File: src/rtl/dds_link_pkg.sv
// Shared types and constants for the DDS serial link blocks.
// Provides the scheduler state encoding, link word width and clock rate.
package dds_link_pkg;

   localparam int DDS_WORD_W = 12;
   localparam int CLK_HZ     = 10_000_000;

   typedef enum logic [2:0] {
      IDLE,
      HOLDOFF,
      ARB,
      SHIFT,
      GAP
   } state_t;

endpackage

File: src/rtl/trig_sync_edge.sv
// Two-flop synchronizer followed by a registered rising-edge pulse.
// Ports: clk, rst (async high), d (async level in), pulse (1-cycle out).
module trig_sync_edge (
   input  logic clk,
   input  logic rst,
   input  logic d,
   output logic pulse
);

   logic s1;
   logic s2;
   logic s2_d;

   // pulse rises on the third edge after d goes high
   always_ff @(posedge clk or posedge rst) begin
      if (rst) begin
         s1    <= 1'b0;
         s2    <= 1'b0;
         s2_d  <= 1'b0;
         pulse <= 1'b0;
      end else begin
         s1    <= d;
         s2    <= s1;
         s2_d  <= s2;
         pulse <= s2 & ~s2_d;
      end
   end

endmodule

File: src/rtl/dds_word_scheduler.sv
// Triggered round-robin scheduler serialising two word sources to the DDS.
// Ports: clock/reset, trigger, req valid/data/ready, serial+dflag, status.
module dds_word_scheduler
   import dds_link_pkg::*;
#(
   parameter int WORD_W     = DDS_WORD_W,
   parameter int TRIG_DELAY = 10000,
   parameter int GAP_CYCLES = 4
) (
   input  logic              Ten_MHz_wire,
   input  logic              reset_in,
   input  logic              sending_trigger_in,
   input  logic [1:0]        req_valid,
   input  logic [WORD_W-1:0] req_data_0,
   input  logic [WORD_W-1:0] req_data_1,
   output logic [1:0]        req_ready,
   output logic              serial_data_out_1_bit,
   output logic              dflag,
   output logic              grant_id,
   output logic              busy,
   output logic              missed_trigger,
   output logic              overrun
);

   localparam int BW = $clog2(WORD_W + 1);
   localparam logic [15:0]   CNT_LAST = 16'(TRIG_DELAY - 1);
   localparam logic [7:0]    GAP_LAST = 8'(GAP_CYCLES - 1);
   localparam logic [BW-1:0] IDX_END  = BW'(WORD_W);

   state_t            state;
   logic [15:0]       cnt;
   logic [BW-1:0]     bit_idx;
   logic [7:0]        gap_cnt;
   logic [WORD_W-1:0] shreg;
   logic              last_grant;
   logic              trig_edge;
   logic              g;
   logic [WORD_W-1:0] word;

   trig_sync_edge u_trig (
      .clk   (Ten_MHz_wire),
      .rst   (reset_in),
      .d     (sending_trigger_in),
      .pulse (trig_edge)
   );

   // on contention, the source not served last time wins
   always_comb begin
      g = 1'b0;
      if (req_valid == 2'b11)
         g = ~last_grant;
      else
         g = req_valid[1];
      word = g ? req_data_1 : req_data_0;
   end

   always_ff @(posedge Ten_MHz_wire or posedge reset_in) begin
      if (reset_in) begin
         state                 <= IDLE;
         cnt                   <= '0;
         bit_idx               <= '0;
         gap_cnt               <= '0;
         shreg                 <= '0;
         last_grant            <= 1'b1;
         req_ready             <= '0;
         serial_data_out_1_bit <= 1'b0;
         dflag                 <= 1'b0;
         grant_id              <= 1'b0;
         busy                  <= 1'b0;
         missed_trigger        <= 1'b0;
         overrun               <= 1'b0;
      end else begin
         req_ready      <= '0;
         missed_trigger <= 1'b0;
         overrun        <= trig_edge && (state != IDLE);
         unique case (state)
            IDLE: begin
               if (trig_edge) begin
                  state <= HOLDOFF;
                  cnt   <= '0;
                  busy  <= 1'b1;
               end
            end
            HOLDOFF: begin
               cnt <= cnt + 16'd1;
               if (cnt == CNT_LAST)
                  state <= ARB;
            end
            ARB: begin
               if (req_valid == 2'b00) begin
                  missed_trigger <= 1'b1;
                  busy           <= 1'b0;
                  state          <= IDLE;
               end else begin
                  req_ready             <= g ? 2'b10 : 2'b01;
                  shreg                 <= word >> 1;
                  serial_data_out_1_bit <= word[0];
                  dflag                 <= 1'b1;
                  grant_id              <= g;
                  last_grant            <= g;
                  bit_idx               <= BW'(1);
                  state                 <= SHIFT;
               end
            end
            SHIFT: begin
               if (bit_idx == IDX_END) begin
                  dflag                 <= 1'b0;
                  serial_data_out_1_bit <= 1'b0;
                  gap_cnt               <= '0;
                  if (GAP_CYCLES == 0) begin
                     state <= IDLE;
                     busy  <= 1'b0;
                  end else begin
                     state <= GAP;
                  end
               end else begin
                  serial_data_out_1_bit <= shreg[0];
                  shreg                 <= shreg >> 1;
                  bit_idx               <= bit_idx + BW'(1);
               end
            end
            GAP: begin
               gap_cnt <= gap_cnt + 8'd1;
               if (gap_cnt == GAP_LAST) begin
                  state <= IDLE;
                  busy  <= 1'b0;
               end
            end
            default: state <= IDLE;
         endcase
      end
   end

endmodule

File: config.mk
export PLATFORM = sky130hd
export DESIGN_NAME = dds_word_scheduler
export DESIGN_NICKNAME = d
export VERILOG_FILES = /design/src/rtl/dds_link_pkg.sv /design/src/rtl/trig_sync_edge.sv /design/src/rtl/dds_word_scheduler.sv
export SDC_FILE = /design/constraint.sdc
export NUM_CORES = 1
export LEC_CHECK = 0
export CORE_MARGIN = 8
export CORE_UTILIZATION = 45
export CTS_BUF_LIST = sky130_fd_sc_hd__clkbuf_4 sky130_fd_sc_hd__clkbuf_8
export DETAILED_ROUTE_END_ITERATION = 10
export DONT_BUFFER_PORTS = 1
export MAX_ROUTING_LAYER = met4
export RECOVER_POWER = 25
export SYNTH_ARGS = -nofsm -noshare
export SYNTH_HDL_FRONTEND = slang
export SYNTH_SLANG_ARGS = --single-unit
File: constraint.sdc
create_clock -name Ten_MHz_wire -period 2.8 [get_ports Ten_MHz_wire]
set_clock_uncertainty 0.05 [all_clocks]
set_input_delay 0.14 -clock Ten_MHz_wire [delete_from_list [all_inputs] [get_ports Ten_MHz_wire]]
set_output_delay 0.14 -clock Ten_MHz_wire [all_outputs]
set_load 0.005 [all_outputs]
==> results.py, run 1 <==
metrics = {
    "timing": {
        "worst_pin_slew_ps": 1140,
        "slew_violations": 0,
        "hold_viol": 0,
        "finalCritPeriodShare": 0.841,
        "min_period_ps": 2360,
        "slew_headroom": 0.240,
        "rsz0062_at_grt": "no",
        "tns_ps": 0,
        "finalSetupViolations": 0,
        "max_freq_ghz": 0.424,
    },
    "yosys": {
        "yosys_warnings": 0,
        "synth_nets": 302,
        "synth-seq-cells": 55,
        "synthCells": 269,
        "syn_avg_cell_area_sq_um": 10.2,
        "synth_ff_type": "dfrtp_1",
        "ys_types": 50,
        "yosysSeqAreaShare": 0.500,
        "synth_async_sr_flop_share": 1.00,
        "syn-cell-area_sq_um": 2750,
        "synth-edff-count": 0,
    },
    "grt": {
        "antenna_found_initial": 0,
        "gr-max-usage-layer": "met2",
        "grt_usage": 0.142,
        "gr-usage-met1": 0.177,
        "first_global_vias": 2049,
        "grt_pass1_wl_um": 9780,
        "grtUsageMet2": 0.217,
        "globalRouteOverflowTotal": 0,
        "grt_max_degree": 24,
        "met3_usage": 0.0336,
    },
    "power": {
        "intPower_mw": 1.55,
        "power.total_mw": 2.35,
        "p_per_area_nw_per_um2": 792,
        "clkPwrFrac": 0.186,
        "combPwrFrac": 0.328,
        "leakagePower_nw": 1.27,
        "p_switching_mw": 0.806,
        "ir_drop_mv": 0.395,
        "seqPwrFrac": 0.486,
        "p_sw_frac": 0.342,
    },
    "drt": {
        "vias": 1940,
        "wire_per_inst_um": 15.8,
        "postRouteAntennaNets": 0,
        "drt-initial-drc-count": 90,
        "drt_pass1_iterations": 4,
        "route.detailed.drc": 0,
        "wl_um": 5530,
        "drt-vias-per-instance": 5.54,
    },
    "floorplan": {
        "dieArea_sq_um": 8880,
        "initial_core_util": 0.465,
        "ioPinCount": 37,
        "die_x_um": 94.2,
        "dieHeight_um": 94.2,
        "rows": 28,
        "fp.coreArea_sq_um": 5920,
    },
    "placement": {
        "routabilityCongestion": 0.763,
        "dp_hpwl_um": 3940,
        "dp.cells": 336,
        "portBuffers": 0,
        "placed_area_sq_um": 2830,
    },
    "clock_tree": {
        "clock-root-buffer": "clkbuf_8",
        "cts_tree": "done",
        "cts_max_level": 2,
        "insertion_delay_ps": 310,
        "clock-sinks": 55,
        "cts_inserted_buffers": 5,
        "postCtsResizedCells": 0,
        "cts_max_path_buffers": 2,
        "clkSlewWorstSetupHoldPaths_ps": 100,
    },
    "min_path": {
        "hp-class": "in2reg",
    },
    "worst_setup_path": {
        "cp.arrival_ps": 2510,
        "cp-start-kind": "flip-flop",
        "critPathKind": "reg2reg",
        "crit_path_max_fanout": 5,
        "crit_path_end_kind": "flip-flop",
        "worstPathRequired_ps": 2960,
    },
    "outcome": {
        "status": "finished, final reports clean",
    },
    "layout": {
        "regArea_sq_um": 1380,
        "layout.nets": 307,
        "layout_commonest_cell": "dfrtp_1",
        "multi_input_area_sq_um": 1280,
        "antenna_cells": 0,
        "finalInstanceArea_sq_um": 2970,
        "fill_cells": 560,
        "final_cell_mix": "dfrtp_1, nand2_1, o21ai_0, mux2i_1, nand3_1",
        "final_layout_size_suffix_gt1_frac": 0.138,
        "final_cell_count_no_fill": 350,
        "areaGrowthSynthToFinish_pct": 7.91,
    },
    "job": {
        "drv_cap": 0,
    },
}
==> per-stage QoR <==
step	worst slack (ps)	utilization	hold slack, ps
2_1_floorplan	653	-	121
3_3_place_gp	544	0.477	-68.9
3_5_place_dp	518	0.477	-57.0
4_1_cts	454	0.501	2.04
5_1_grt	354	0.502	117
6_report	444	0.502	105
==> worst paths after layout <==
path / endpoint / slack [ps] / start / depth (start not counted)
setup / recovery: state[0]$_DFFE_PP0P_ / 440 / cnt[11]$_DFFE_PP0P_ / 4
hold reg to reg: u_trig.s2$_DFF_PP0_ / 310 / u_trig.s1$_DFF_PP0_ / 0
hold / removal: shreg[0]$_DFFE_PP0P_ / 110 / req_data_0[1] / 3
min in group asynchronous: cnt[7]$_DFFE_PP0P_ / 250 / reset_in / 2
setup reg to reg: state[0]$_DFFE_PP0P_ / 440 / cnt[11]$_DFFE_PP0P_ / 4
max in group asynchronous: shreg[2]$_DFFE_PP0P_ / 1040 / reset_in / 3
==> cell families after synthesis <==
logic type | Yosys count | share of synthesized area
AND/OR/NAND/NOR | 100 | 0.193
AO/OA/AOI/OAI | 55 | 0.127
flip-flops | 55 | 0.500
multiplexers | 30 | 0.115
buffers and inverters | 21 | 0.0336
XOR/XNOR | 4 | 0.0127
adder cells (fa/ha/maj) | 4 | 0.0182
==> power by group through the flow <==
stage	clock network [mW]	logic (mW)	registers, mW
floorplan	0	0.658	1.09
global placement	0	0.753	1.15
detailed placement	0	0.774	1.16
CTS	0.459	0.785	1.15
global route	0.494	0.874	1.18
finish	0.438	0.772	1.14
==> worst max-delay path, cell delays in order (launching register included) <==
cell      delay, ps
dfrtp_1         440
or4b_2          680
o41ai_1         450
o2111a_1        290
mux2_2          330
==> cell usage after synthesis (4+ instances only) <==
library cell  count  share of area
o21ai_0          27          0.049
nor3_1            4         0.0073
o211ai_1          5          0.014
inv_1             7         0.0095
nor2b_1           4         0.0091
nand2_1          37          0.050
mux2i_1          17          0.062
nand3_1          14          0.025
clkbuf_1         10          0.014
nor2_1           11          0.015
ha_1              4          0.018
mux2_2           13          0.053
nand4_1           5          0.011
dfrtp_1          54           0.49
a21oi_1           5         0.0091
o31ai_1           4          0.011
==> what timing repair did <==
item,CTS,global route
hold buffers,5,1
buffers inserted,0,0
hold endpoints to repair,46,1
==> sequential cells by signal, indices dropped and copies added, names as in the netlist, 2 cells and up <==
| signal | flops |
|---|---|
| gap_cnt | 8 |
| bit_idx | 4 |
| shreg | 11 |
| state | 3 |
| req_ready | 2 |
| cnt | 16 |
==> layer usage <==
layer  up-vias  part of all wire
met5         -                 0
met4         0             0.016
met3         8             0.032
met2        19              0.47
met1       933              0.48
li1        980                 -
==> cell type report <==
type / count / share of cell area
Multi-Input combinational cell: 193 / 0.432
Clock inverter: 2 / 0.00421
Tap cell: 75 / 0.0316
Sequential cell: 55 / 0.464
Timing Repair Buffer: 12 / 0.0341
Inverter: 7 / 0.00884
Clock buffer: 6 / 0.0257
Note: power is estimated with default switching activity, not from simulation.
==> run 2: changes to the inputs <==
==> constraint.sdc (replaced) <==
create_clock -name Ten_MHz_wire -period 2.06 [get_ports Ten_MHz_wire]
set_clock_uncertainty 0.05 [all_clocks]
set_input_delay 0.103 -clock Ten_MHz_wire [delete_from_list [all_inputs] [get_ports Ten_MHz_wire]]
set_output_delay 0.103 -clock Ten_MHz_wire [all_outputs]
set_load 0.005 [all_outputs]
==> run 2 against run 1 <==
  * Die area unchanged
  * Flip-flop and latch count unchanged
  * Fmax up 15%
  * Setup slack worse by 430 ps
  * First-iteration DRC count up 28%
  * Utilization rose by 4.4 points
  * Hold slack got worse by 25 ps
  * Final cell count is 6.3% higher
  * Via count increased by 5.9%
  * Register-to-register slack worse by 430 ps
  * Clock power increased by 71%
  * Largest power group unchanged
  * Highest routed layer unchanged
==> results.py, run 2 (synthesis results as in run 1) <==
metrics = {
    "min_path": {
        "hp-class": "in2reg",
    },
    "timing": {
        "slew_headroom": 0.281,
        "max_freq_ghz": 0.489,
        "hold_viol": 0,
        "finalCritPeriodShare": 0.992,
        "slew_violations": 0,
        "finalSetupViolations": 0,
        "rsz0062_at_grt": "yes",
        "worst_pin_slew_ps": 1080,
        "layout_setup_ws_ps": 17.0,
        "min_period_ps": 2040,
    },
    "placement": {
        "dp.cells": 356,
        "dp_hpwl_um": 4090,
        "portBuffers": 0,
        "place_ws_ps": -8.65,
        "routabilityCongestion": 0.808,
    },
    "layout": {
        "final_layout_size_suffix_gt1_frac": 0.219,
        "fill_cells": 520,
        "final_cell_count_no_fill": 372,
        "largest_reg_flops": 16,
        "antenna_cells": 0,
        "areaGrowthSynthToFinish_pct": 17.3,
        "final_cell_mix": "dfrtp_1, nand2_1, buf_4, o21ai_0, mux2i_1",
        "regArea_sq_um": 1380,
        "layout_commonest_cell": "dfrtp_1",
        "reg_top3": "cnt (16), shreg (11), gap_cnt (8)",
        "multi_input_area_sq_um": 1330,
        "layout.nets": 329,
        "largest_register": "cnt",
    },
    "clock_tree": {
        "clock-root-buffer": "clkbuf_8",
        "clkSlewWorstSetupHoldPaths_ps": 100,
        "cts_max_level": 2,
        "clock-sinks": 55,
        "insertion_delay_ps": 310,
        "cts_max_path_buffers": 2,
        "cts_tree": "done",
        "cts_inserted_buffers": 5,
    },
    "drt": {
        "postRouteAntennaNets": 0,
        "drt-vias-per-instance": 5.52,
        "drt-initial-drc-count": 115,
        "vias": 2055,
        "drt_pass1_iterations": 4,
        "wire_per_inst_um": 15.4,
        "route.detailed.drc": 0,
        "wl_um": 5710,
    },
    "power": {
        "ir_drop_mv": 0.643,
        "p_per_area_nw_per_um2": 1080,
        "leakagePower_nw": 1.43,
    },
    "grt": {
        "antenna_found_initial": 0,
        "globalRouteOverflowTotal": 0,
        "grt_usage": 0.144,
        "grt_max_degree": 31,
        "grt_pass1_wl_um": 10100,
        "first_global_vias": 2172,
    },
    "floorplan": {
        "die_x_um": 94.2,
        "dieHeight_um": 94.2,
        "fp.coreArea_sq_um": 5920,
        "initial_core_util": 0.465,
        "ioPinCount": 37,
        "dieArea_sq_um": 8880,
        "rows": 28,
    },
    "worst_setup_path": {
        "critPathKind": "reg2reg",
        "cp.buffers_inverters": 0,
        "crit_family": "compound AO/OA/AOI/OAI gates",
        "worstPathRequired_ps": 2210,
        "path_cells": "or4b_4 > o41ai_4 > o2111a_1 > mux2_4",
        "crit_path_end_kind": "flip-flop",
        "cp_slowest_cell": "or4b_4",
        "cp-start-kind": "flip-flop",
        "crit_path_max_fanout": 2,
        "ff2ff_setup_slack_ps": 20,
        "cp.arrival_ps": 2200,
        "critPathMaxStageDelay_ps": 560,
    },
    "outcome": {
        "status": "finished, final reports clean",
    },
    "job": {
        "drv_cap": 0,
    },
}
run 2: final timing paths:
kind | from | endpoint | cells after the start
max reg2reg | cnt[14]$_DFFE_PP0P_ | state[0]$_DFFE_PP0P_ | 4
max in group asynchronous | reset_in | last_grant$_DFFE_PP1P_ | 3
min | req_data_0[10] | shreg[9]$_DFFE_PP0P_ | 3
min in group asynchronous | reset_in | overrun$_DFF_PP0_ | 2
min reg2reg | u_trig.s1$_DFF_PP0_ | u_trig.s2$_DFF_PP0_ | 0
max | cnt[14]$_DFFE_PP0P_ | state[0]$_DFFE_PP0P_ | 4
run 2: repair_timing:
action | 4_1_cts | 5_1_grt
buffers inserted | 0 | 2
hold endpoints to repair | 28 | 0
resized for setup | 1 | 4
endpoints found under the setup margin | 1 | 4
pin swaps | 2 | 4
hold buffers | 6 | 0
run 2: metrics by stage:
step	power (mW)	instance area, sq um	hold slack (ps)	setup TNS, ps	utilization
after detailed placement	2.72	3020	41.6	-8.65	0.510
after CTS	3.49	3200	65.2	0	0.540
after floorplan	2.39	2780	84.4	0	-
after global routing	3.76	3230	85.8	-56.1	0.546
after global placement	2.70	3020	29.5	0	0.510
final	3.50	3230	80.5	0	0.546
run 2: routing by layer:
| metal | up-vias | global-route usage | part of all wire |
|---|---|---|---|
| li1 | 1024 | - | - |
| met4 | 0 | 0.0317 | 0.0070 |
| met1 | 987 | 0.188 | 0.50 |
| met3 | 4 | 0.0272 | 0.033 |
| met2 | 40 | 0.224 | 0.46 |
| met5 | - | - | 0 |
run 2: tightest hold or removal path, stage by stage:
cell and delay (ps):
mux2i_1 40, o21ai_0 130, mux2_2 140
run 2: area by class of cell:
type | instances | share of cell area
clock buffers | 6 | 0.0256
clock inverters | 2 | 0.0108
inverters | 7 | 0.00813
multi-input cells | 193 | 0.412
flip-flops and latches | 55 | 0.427
well taps | 75 | 0.0290
repair buffers | 34 | 0.0875
run 2: report_power, final:
part           internal [mW]  switching [mW]  total, mW
Clock                  0.394           0.356      0.751
Sequential              1.34           0.179       1.52
Combinational          0.631           0.594       1.22
==> run 3: changes to the inputs <==
--- a/config.mk
+++ b/config.mk
@@ -5,7 +5,6 @@
 export SDC_FILE = /design/constraint.sdc
 export NUM_CORES = 1
 export LEC_CHECK = 0
-export CORE_MARGIN = 8
 export CORE_UTILIZATION = 45
 export CTS_BUF_LIST = sky130_fd_sc_hd__clkbuf_4 sky130_fd_sc_hd__clkbuf_8
 export DETAILED_ROUTE_END_ITERATION = 10
==> run 3 against run 2 <==
  * Die area decreased by 28%
  * Cell area decreased by 1.2%
  * Wire length is 8.8% lower
  * Combinational power is essentially flat
  * Non-clock buffer count is 4 lower
  * Sequential share of layout area up 0.48 points
  * Sequential power about the same
  * Utilization down 0.66 points
  * Global-route usage increased by 4.7 points
  * Hold slack worse by 11 ps
  * Critical endpoint is now cnt[11]$_DFFE_PP0P_
  * Largest cell class unchanged
  * Highest routed layer unchanged
==> results.py, run 3 (synthesis results as in run 1) <==
metrics = {
    "outcome": {
        "status": "finished, final reports clean",
    },
    "grt": {
        "globalRouteOverflowTotal": 0,
        "grt_pass1_wl_um": 9190,
        "grt_usage": 0.191,
        "grtUsageMet2": 0.313,
        "grt_max_degree": 30,
        "gr-usage-met1": 0.243,
        "gr-max-usage-layer": "met2",
        "met3_usage": 0.0341,
        "first_global_vias": 2047,
        "antenna_found_initial": 0,
    },
    "layout": {
        "layout.nets": 325,
        "final_layout_size_suffix_gt1_frac": 0.205,
        "areaGrowthSynthToFinish_pct": 15.9,
        "regArea_sq_um": 1380,
        "antenna_cells": 0,
        "layout_commonest_cell": "dfrtp_1",
        "reg_top3": "cnt (16), shreg (11), gap_cnt (8)",
        "largest_register": "cnt",
        "fin_util": 0.539,
        "final_cell_count_no_fill": 368,
        "final_cell_mix": "dfrtp_1, nand2_1, o21ai_0, buf_4, mux2i_1",
        "fill_cells": 533,
        "multi_input_area_sq_um": 1320,
        "largest_reg_flops": 16,
        "finalInstanceArea_sq_um": 3190,
    },
    "power": {
        "p_per_area_nw_per_um2": 1080,
        "combPwrFrac": 0.355,
        "leakagePower_nw": 1.40,
        "p_sw_frac": 0.325,
        "power.total_mw": 3.45,
        "ir_drop_mv": 0.639,
        "clkPwrFrac": 0.209,
        "seqPwrFrac": 0.436,
        "intPower_mw": 2.33,
        "p_switching_mw": 1.12,
    },
    "timing": {
        "slew_violations": 0,
        "min_period_ps": 1970,
        "tns_ps": 0,
        "rsz0062_at_grt": "no",
        "max_freq_ghz": 0.508,
        "hold_viol": 0,
        "layout_setup_ws_ps": 91.2,
        "worst_pin_slew_ps": 1060,
        "slew_headroom": 0.290,
        "finalSetupViolations": 0,
        "finalCritPeriodShare": 0.956,
        "holdWs_ps": 69.0,
    },
    "floorplan": {
        "rows": 28,
        "dieHeight_um": 80.2,
        "initial_core_util": 0.465,
        "fp.coreArea_sq_um": 5920,
        "die_x_um": 80.2,
        "ioPinCount": 37,
        "dieArea_sq_um": 6440,
    },
    "worst_setup_path": {
        "critPathMaxStageDelay_ps": 600,
        "cp.arrival_ps": 2110,
        "cp_slowest_cell": "or4_4",
        "reg2reg_depth": 4,
        "path_cells": "or3b_1 > or4_4 > o311ai_2 > o41ai_1",
        "ff2ff_setup_slack_ps": 90,
        "timing.rr.end": "cnt[11]$_DFFE_PP0P_",
        "crit_path_end_kind": "flip-flop",
        "crit_path_max_fanout": 8,
        "cp.buffers_inverters": 0,
        "worstPathRequired_ps": 2200,
        "crit_family": "simple AND/OR/NAND/NOR gates",
        "critPathKind": "reg2reg",
        "r2r_start": "state[1]$_DFFE_PP0P_",
        "cp-start-kind": "flip-flop",
    },
    "drt": {
        "postRouteAntennaNets": 0,
        "drt-initial-drc-count": 75,
        "drt_pass1_iterations": 4,
        "vias": 2004,
        "drt-vias-per-instance": 5.45,
        "route.detailed.drc": 0,
        "wire_per_inst_um": 14.2,
        "wl_um": 5210,
    },
    "clock_tree": {
        "cts_max_level": 2,
        "clkSlewWorstSetupHoldPaths_ps": 100,
        "cts_tree": "done",
        "cts_inserted_buffers": 5,
        "clock-root-buffer": "clkbuf_8",
        "clock-sinks": 55,
        "cts_max_path_buffers": 2,
        "insertion_delay_ps": 310,
    },
    "min_path": {
        "hp-class": "in2reg",
        "whs_endpoint": "serial_data_out_1_bit$_DFFE_PP0P_",
        "min-delay-start": "req_data_0[0]",
        "hold_depth": 3,
    },
    "placement": {
        "routabilityCongestion": 0.813,
        "place_ws_ps": 17.4,
        "dp_hpwl_um": 3790,
        "dp.cells": 353,
        "placed_area_sq_um": 3010,
        "portBuffers": 0,
    },
    "job": {
        "drv_cap": 0,
    },
}
run 3: cell types whose count changed in the layout (fill, tap and decap cells not counted), sizes merged:
| cell | change |
|---|---|
| buf | -4 |
| clkbuf | -1 |
| clkinv | +1 |
run 3: tightest hold or removal path, stage by stage:
cell and delay (ps):
mux2_2 120, o21ai_0 60, a21oi_1 110
run 3: worst max-delay path by stage:
stage	startpoint	to	slack [ps]	cells after the start
after floorplan	state[1]$_DFFE_PP0P_	cnt[11]$_DFFE_PP0P_	20	6
after global placement	cnt[11]$_DFFE_PP0P_	state[0]$_DFFE_PP0P_	40	4
after detailed placement	cnt[11]$_DFFE_PP0P_	state[0]$_DFFE_PP0P_	20	4
after CTS	cnt[11]$_DFFE_PP0P_	state[0]$_DFFE_PP0P_	7	4
after global routing	state[0]$_DFFE_PP0P_	cnt[15]$_DFFE_PP0P_	0.9	4
final	state[1]$_DFFE_PP0P_	cnt[11]$_DFFE_PP0P_	90	4
run 3: power by group through the flow:
stage               sequential [mW]  combinational (mW)  clock (mW)
floorplan                      1.48               0.910           0
global placement               1.53                1.18           0
detailed placement             1.53                1.21           0
CTS                            1.51                1.22       0.744
global route                   1.54                1.37       0.781
finish                         1.50                1.22       0.722
run 3: timing repair:
action / 4_1_cts / 5_1_grt
buffers inserted: 0 / 1
hold buffers: 6 / 0
setup endpoints to repair: 0 / 1
endpoints found under the hold margin: 28 / 0
resized for setup: 0 / 1
run 3: final cells by class:
| type | count | area share |
|---|---|---|
| clock buffer | 5 | 0.0216 |
| inverter | 7 | 0.00823 |
| tap | 75 | 0.0294 |
| timing repair buffer | 30 | 0.0831 |
| clock inverter | 3 | 0.0137 |
| multi-input combinational | 193 | 0.412 |
| sequential | 55 | 0.432 |
run 3: layer usage:
metal	wire length, um	part of all wire
met5	0	0
met4	59	0.011
met3	142	0.027
met2	2510	0.48
met1	2500	0.48
